### src/rtl/dmem_arbiter_pkg.sv
// Shared constants and types for the two-port DMEM arbiter.
// Optional macro DMEM_ARB_RR_EN selects round-robin arbitration instead of fixed priority + starvation counter.
package dmem_arbiter_pkg;

    localparam int DMEM_ADDR_WIDTH = 32;
    localparam int DMEM_DATA_WIDTH = 32;

    typedef enum logic {
        ARB_PORT_CORE = 1'b0,
        ARB_PORT_DBG  = 1'b1
    } arb_port_e;

`ifndef DMEM_ARB_RR_EN
    // Saturating increment used by the port 1 starvation counter.
    function automatic logic [3:0] satInc(input logic [3:0] cnt, input logic [3:0] limit);
        return (cnt == limit) ? cnt : cnt + 4'd1;
    endfunction
`endif

endpackage

### src/rtl/dmem_arb_grant.sv
// Grant logic for the DMEM arbiter: fixed priority with starvation counter,
// or round-robin on last_grant when DMEM_ARB_RR_EN is defined.
module dmem_arb_grant
    import dmem_arbiter_pkg::*;
`ifndef DMEM_ARB_RR_EN
#(
    parameter int MAX_WAIT = 4
)
`endif
(
    input  logic clk,
    input  logic rst_n,
    input  logic i_p0_valid,
    input  logic i_p1_valid,
    output logic o_grant0,
    output logic o_grant1
);

`ifdef DMEM_ARB_RR_EN

    arb_port_e r_lastGrant;

    // On contention the port that did not win last time gets the slot.
    always_comb begin
        o_grant1 = i_p1_valid && (!i_p0_valid || (r_lastGrant == ARB_PORT_CORE));
        o_grant0 = i_p0_valid && !o_grant1;
    end

    always_ff @(posedge clk or negedge rst_n) begin
        if (!rst_n) begin
            r_lastGrant <= ARB_PORT_DBG;
        end else if (o_grant1) begin
            r_lastGrant <= ARB_PORT_DBG;
        end else if (o_grant0) begin
            r_lastGrant <= ARB_PORT_CORE;
        end
    end

`else

    localparam logic [3:0] MAX_WAIT_L = 4'(MAX_WAIT);

    generate
        if (MAX_WAIT < 1 || MAX_WAIT > 15) begin : g_badMaxWait
            $error("dmem_arb_grant: MAX_WAIT must be in 1..15");
        end
    endgenerate

    logic [3:0] r_waitCnt;
    logic       w_starve;

    assign w_starve = (r_waitCnt == MAX_WAIT_L);

    always_comb begin
        o_grant1 = i_p1_valid && (!i_p0_valid || w_starve);
        o_grant0 = i_p0_valid && !o_grant1;
    end

    // Counts consecutive cycles port 1 has waited; cleared on idle or acceptance.
    always_ff @(posedge clk or negedge rst_n) begin
        if (!rst_n) begin
            r_waitCnt <= '0;
        end else if (!i_p1_valid || o_grant1) begin
            r_waitCnt <= '0;
        end else begin
            r_waitCnt <= satInc(r_waitCnt, MAX_WAIT_L);
        end
    end

`endif

endmodule

### src/rtl/dmem_arbiter.sv
// Two-port arbiter in front of a single-port synchronous DMEM with a fixed 1-cycle response.
// Define DMEM_ARB_RR_EN for round-robin arbitration (MAX_WAIT is then not a parameter).
module dmem_arbiter
    import dmem_arbiter_pkg::*;
#(
    parameter int ADDR_WIDTH = DMEM_ADDR_WIDTH,
    parameter int DATA_WIDTH = DMEM_DATA_WIDTH
`ifndef DMEM_ARB_RR_EN
    ,
    parameter int MAX_WAIT   = 4
`endif
)(
    input  logic                  clk,
    input  logic                  rst_n,

    input  logic                  p0_valid,
    output logic                  p0_ready,
    input  logic                  p0_we,
    input  logic [3:0]            p0_be,
    input  logic [ADDR_WIDTH-1:0] p0_addr,
    input  logic [DATA_WIDTH-1:0] p0_wdata,
    output logic                  p0_rsp_valid,
    output logic [DATA_WIDTH-1:0] p0_rdata,

    input  logic                  p1_valid,
    output logic                  p1_ready,
    input  logic                  p1_we,
    input  logic [3:0]            p1_be,
    input  logic [ADDR_WIDTH-1:0] p1_addr,
    input  logic [DATA_WIDTH-1:0] p1_wdata,
    output logic                  p1_rsp_valid,
    output logic [DATA_WIDTH-1:0] p1_rdata,

    output logic                  mem_en,
    output logic                  mem_we,
    output logic [3:0]            mem_be,
    output logic [ADDR_WIDTH-1:0] mem_addr,
    output logic [DATA_WIDTH-1:0] mem_wdata,
    input  logic [DATA_WIDTH-1:0] mem_rdata
);

    logic      w_grant0;
    logic      w_grant1;
    logic      r_rspPend;
    logic      r_rspIsRd;
    arb_port_e r_rspOwner;

`ifdef DMEM_ARB_RR_EN
    dmem_arb_grant u_grant (
`else
    dmem_arb_grant #(
        .MAX_WAIT (MAX_WAIT)
    ) u_grant (
`endif
        .clk        (clk),
        .rst_n      (rst_n),
        .i_p0_valid (p0_valid),
        .i_p1_valid (p1_valid),
        .o_grant0   (w_grant0),
        .o_grant1   (w_grant1)
    );

    assign p0_ready = w_grant0;
    assign p1_ready = w_grant1;

    // Idle memory bus is driven to all zeros so DMEM never sees stale fields.
    always_comb begin
        mem_en    = 1'b0;
        mem_we    = 1'b0;
        mem_be    = '0;
        mem_addr  = '0;
        mem_wdata = '0;
        if (w_grant1) begin
            mem_en    = 1'b1;
            mem_we    = p1_we;
            mem_be    = p1_be;
            mem_addr  = p1_addr;
            mem_wdata = p1_wdata;
        end else if (w_grant0) begin
            mem_en    = 1'b1;
            mem_we    = p0_we;
            mem_be    = p0_be;
            mem_addr  = p0_addr;
            mem_wdata = p0_wdata;
        end
    end

    // One-deep response stage; reset drops any in-flight response.
    always_ff @(posedge clk or negedge rst_n) begin
        if (!rst_n) begin
            r_rspPend  <= 1'b0;
            r_rspIsRd  <= 1'b0;
            r_rspOwner <= ARB_PORT_CORE;
        end else begin
            r_rspPend <= w_grant0 || w_grant1;
            if (w_grant1) begin
                r_rspOwner <= ARB_PORT_DBG;
                r_rspIsRd  <= !p1_we;
            end else if (w_grant0) begin
                r_rspOwner <= ARB_PORT_CORE;
                r_rspIsRd  <= !p0_we;
            end
        end
    end

    assign p0_rsp_valid = r_rspPend && (r_rspOwner == ARB_PORT_CORE);
    assign p1_rsp_valid = r_rspPend && (r_rspOwner == ARB_PORT_DBG);
    assign p0_rdata     = (p0_rsp_valid && r_rspIsRd) ? mem_rdata : '0;
    assign p1_rdata     = (p1_rsp_valid && r_rspIsRd) ? mem_rdata : '0;

endmodule

### config.mk
export PLATFORM = sky130hd
export DESIGN_NAME = dmem_arbiter
export DESIGN_NICKNAME = d
export VERILOG_FILES = /design/src/rtl/dmem_arbiter_pkg.sv /design/src/rtl/dmem_arb_grant.sv /design/src/rtl/dmem_arbiter.sv
export SDC_FILE = /design/constraint.sdc
export NUM_CORES = 1
export LEC_CHECK = 0
export ABC_AREA = 1
export BUFFER_PORTS_ARGS = -buffer_cell sky130_fd_sc_hd__buf_2
export CORE_AREA = 2 2 120 122
export DETAILED_ROUTE_END_ITERATION = 16
export DIE_AREA = 0 0 122 124
export GPL_ROUTABILITY_DRIVEN = 0
export HOLD_SLACK_MARGIN = 0.15
export PLACE_DENSITY_LB_ADDON = 0.08
export SKIP_CTS_REPAIR_TIMING = 1
export SLEW_MARGIN = 20
export SYNTH_ARGS = -nofsm -noshare
export SYNTH_HDL_FRONTEND = slang
export SYNTH_SLANG_ARGS = --single-unit
### constraint.sdc
create_clock -name clk -period 2.73 [get_ports clk]
set_input_delay 0.4095 -clock clk [delete_from_list [all_inputs] [get_ports clk]]
set_output_delay 0.4095 -clock clk [all_outputs]
set_load 0.005 [all_outputs]
; Yosys cells after proc, flatten, opt, wreduce, memory -nomap -nowiden
; Index checks and enable logic that the tools add are counted.
[word_totals]
regBits = 7
in_bits = 174
elab_cells = 41
[op_classes]
n_addsub = 1
n_eq_ne = 2
muxes = 18
bitwise = 1
n_reduce_logical = 15
[ops]
columns = op, n
row1 = 32-bit two-way mux, 6
row2 = 4-bit two-way mux, 4
row3 = 1-bit two-way mux, 8
row4 = 1-bit logical AND, 6
row5 = 1-bit logical NOT, 5
row6 = 4-bit by 1-bit adder with 4-bit output (second input constant), 1
row7 = 4-bit by 3-bit equality test with 1-bit output (second input constant), 1
row8 = 1-bit logical OR, 3
row9 = 2-bit inequality test (second input constant), 1
row10 = 2-bit nonzero test, 1
row11 = 1-bit inverter, 1

; Logic depth before layout (Yosys ltp)
[depth]
depth_word = 7
depth_mapped = 10
ltp_nobuf = 9

; Cells and area by module
; From an unflattened synthesis, not the netlist that was laid out.
[hier_totals]
cells_unflattened = 374
area_unflattened_um2 = 1824.2
[modules_own_cells]
columns = module, n_inst, cells_per_inst, area_per_inst_um2
row1 = dmem_arbiter, 1, 350, 1605.3
row2 = dmem_arb_grant, 1, 24, 219.0

; Least setup slack after synthesis
; OpenSTA, ideal clock, no wires.
[synth_timing]
kind = register -> output
start = register u_grant.r_waitCnt[0]
end = output port mem_addr[12]
t_arrival_ns = 1.253
required_time_ns = 2.321
slack_ns = 1.067
stages_incl_launch_ff = 11
path_cell_list = dfrtp_1 -> inv_1 -> ha_1 -> nand3_2 -> nand2_2 -> nand2_4 -> nand2_2 -> inv_2 -> buf_2 -> nand2_1 -> nand2_1
[synth_between]
elab_chain_cells = 7
[synth_rtl]
columns = item, line
row1 = start: declaration, dmem_arb_grant.sv:49  ; logic [3:0] r_waitCnt;
row2 = start signal: assignment, dmem_arb_grant.sv:66  ; r_waitCnt <= satInc(r_waitCnt, MAX_WAIT_L);
row3 = 4-bit by 3-bit equality test with 1-bit output *, dmem_arb_grant.sv:52  ; assign w_starve = (r_waitCnt == MAX_WAIT_L);
row4 = 1-bit logical OR *, dmem_arb_grant.sv:55  ; o_grant1 = i_p1_valid && (!i_p0_valid || w_starve);
row5 = 1-bit logical AND *, dmem_arb_grant.sv:55
row6 = 1-bit logical NOT, dmem_arb_grant.sv:56  ; o_grant0 = i_p0_valid && !o_grant1;
row7 = 1-bit logical AND, dmem_arb_grant.sv:56
row8 = 32-bit two-way mux, dmem_arbiter.sv:79  ; end else if (w_grant0) begin
row9 = 32-bit two-way mux *, dmem_arbiter.sv:73  ; if (w_grant1) begin
row10 = end: declaration, dmem_arbiter.sv:37  ; output logic [ADDR_WIDTH-1:0] mem_addr,
; Mark *: on every way between the ends. The rest lies on a longest branch, timed or not.

; Worst setup path after layout
[layout_timing]
start = register u_grant.r_waitCnt[0]
end = output port mem_be[2]
[layout_between]
elab_chain_cells = 7
[layout_rtl]
columns = item, line
row1 = 4-bit by 3-bit equality test with 1-bit output *, dmem_arb_grant.sv:52
row2 = 1-bit logical OR *, dmem_arb_grant.sv:55
row3 = 1-bit logical AND *, dmem_arb_grant.sv:55
row4 = 1-bit logical NOT, dmem_arb_grant.sv:56
row5 = 1-bit logical AND, dmem_arb_grant.sv:56
row6 = 4-bit two-way mux, dmem_arbiter.sv:79
row7 = 4-bit two-way mux *, dmem_arbiter.sv:73
row8 = end: declaration, dmem_arbiter.sv:36  ; output logic [3:0] mem_be,
; Marked as above.

==> metrics <==
fin util=25.1%; register bit total from synthesis=7; DP Area=3360 um^2; relative slew slack=70.8%; leakage power=2.53 nW; die width=122 um; total gr overflow=0; drt total wl=9590 um; CP Max Fanout=41; DR iter-0 viols=103; synth top area cells=nand2_1 46%, nor2_1 16%, dfrtp_1 11%; CP arrival=1890 ps; DIE HEIGHT=124 um; synth warn=0; Fmax achieved=435 MHz; Pre-antenna DRT Iters=4; sequential share of the synthesized area=10.6%; clock-pin slew on the worst setup and hold paths=40 ps; final worst path period share=84.1%; Cells after Synth=364; die footprint=15,100 um^2; Synth top area share=46.5%; Wirelength per Cell=11.3 um; commonest cells after routing, fill and taps aside=311 x buf_2, 204 x nand2_1, 70 x nor2_1; root buffer cell=clkbuf_16; layout cell share with drive strength beyond 1=50.5%; outcome=finished clean; core area=13,700 um^2; CTS buffer count=3; Final Cell Area=3450 um^2; Crit. End Element=output port; most common cell after layout, fill and taps aside=buf_2; routed vias=3,134; HP Class=in -> reg; slew at the pin closest to its max-slew limit=438 ps; Synth area leader=nand2_1; first-pass GRT wire length=12,800 um; Starting Density=12.0%; largest net degree at the start of global routing=42; Layout Skew=0.823 ps; Syn Std Cell Area=1650 um^2; crit path kind=reg -> out; Startpoint Class=flop; Syn Nets=540; Residual DRC=0; post-synthesis to final-layout area growth=109%; PwrDens=239 nW/um^2; GRT Total Usage=10.6%; row count=43; RSZ-0062 raised after global routing=no; ant diodes=0; DP HPWL=8320 um; Clock Sinks=7; final setup vio count=0; fill count=1,599; Hold Vio Cnt, Final=0; CTS tree=yes; max_cap viols=0; Worst Path Required=2320 ps; Tmin final=2300 ps; Mean Syn Cell Area=4.53 um^2; Final ANT Viol Nets=0; Finished Layout Cells=846; Cells after DPL=841; IO Count=312; fin. max-slew vios=0; initial antenna violation count=1; Power Total=0.825 mW; TNS Setup=0 ps; clock buffer depth=2; vias in the first global route=2,770; Skew-Pair Late Insertion Delay=230 ps; number of port buffers=311; H-tree depth=1; Distinct cells, synth=18; Via density=3.70; Max IR drop VDD=177 uV; Layout Nets=843
[kinds of logic (layout without fill, tap and decap cells)]
kind of cell	Yosys count	in the layout	synth area share, %
simple gates	292	292	69.5
xor+xnor	2	2	1.06
buf+inv	61	363	17.3
fa+ha+maj	2	2	1.52
flops	7	7	10.6
[worst paths after layout]
kind                                       from                   end  slack, ps  depth (start not counted)
min in group asynchronous                 rst_n  u_grant.r_waitCnt[2]        550                          2
max                        u_grant.r_waitCnt[0]             mem_be[2]        430                         11
max in group asynchronous                 rst_n  u_grant.r_waitCnt[1]       2020                          2
min reg2reg                u_grant.r_waitCnt[0]  u_grant.r_waitCnt[0]        480                          1
min                                       p0_we             r_rspIsRd        470                          4
max reg2reg                u_grant.r_waitCnt[0]             r_rspIsRd       1520                          7
[area by class of cell]
cell class | instances | area, um^2 | area share (%)
Timing Repair Buffer | 318 | 1620 | 47.1
Sequential cell | 7 | 175 | 5.08
Multi-Input combinational cell | 296 | 1190 | 34.4
Tap cell | 180 | 225 | 6.53
Inverter | 41 | 156 | 4.54
Clock buffer | 4 | 78.8 | 2.29
[worst max-delay path: stages, from the launching register on]
cell	delay (ps)
dfrtp_1	380
inv_1	60
ha_1	200
nand3_2	80
nand2_2	70
nand2_4	90
nand2_2	50
inv_2	50
buf_4	380
nand2_1	100
nand2_1	70
buf_2	120
[per-layer routing]
| metal | share of wire [%] | track usage [%] |
|---|---|---|
| met1 | 33 | 9.69 |
| met2 | 56 | 23.4 |
| met3 | 10 | 2.52 |
| met4 | 1.0 | 1.72 |
| met5 | 0.14 | 0 |
[per-stage QoR]
step | hold WS [ps] | setup WS [ps]
6_report | 474 | 433
5_1_grt | 506 | 232
4_1_cts | 15.7 | 384
3_5_place_dp | 257 | 629
3_3_place_gp | 254 | 670
2_1_floorplan | 114 | 1070
[report_power, final]
part | switching [mW] | internal [mW] | leakage [nW]
Combinational | 0.237 | 0.230 | 2.40
Clock | 0.0510 | 0.194 | 0.0382
Sequential | 0.00398 | 0.109 | 0.0894
[synthesized netlist by cell type]
master    count
clkbuf_1      6
nand3_2       1
buf_12        1
nand3_1       4
nand2_4       1
nand2_2      12
nand2_1     204
dfrtp_1       7
buf_6         1
nor2_1       70
buf_4         6
inv_4         1
inv_2         1
inv_1        39
buf_2         6
ha_1          2
xor2_1        1
xnor2_1       1
[flip-flops by register name, indices dropped and copies added, names as in the netlist]
| signal | flops |
|---|---|
| r_rspIsRd | 1 |
| r_rspOwner | 1 |
| r_rspPend | 1 |
| u_grant.r_waitCnt | 4 |
Power figures use the tool's default switching activity.
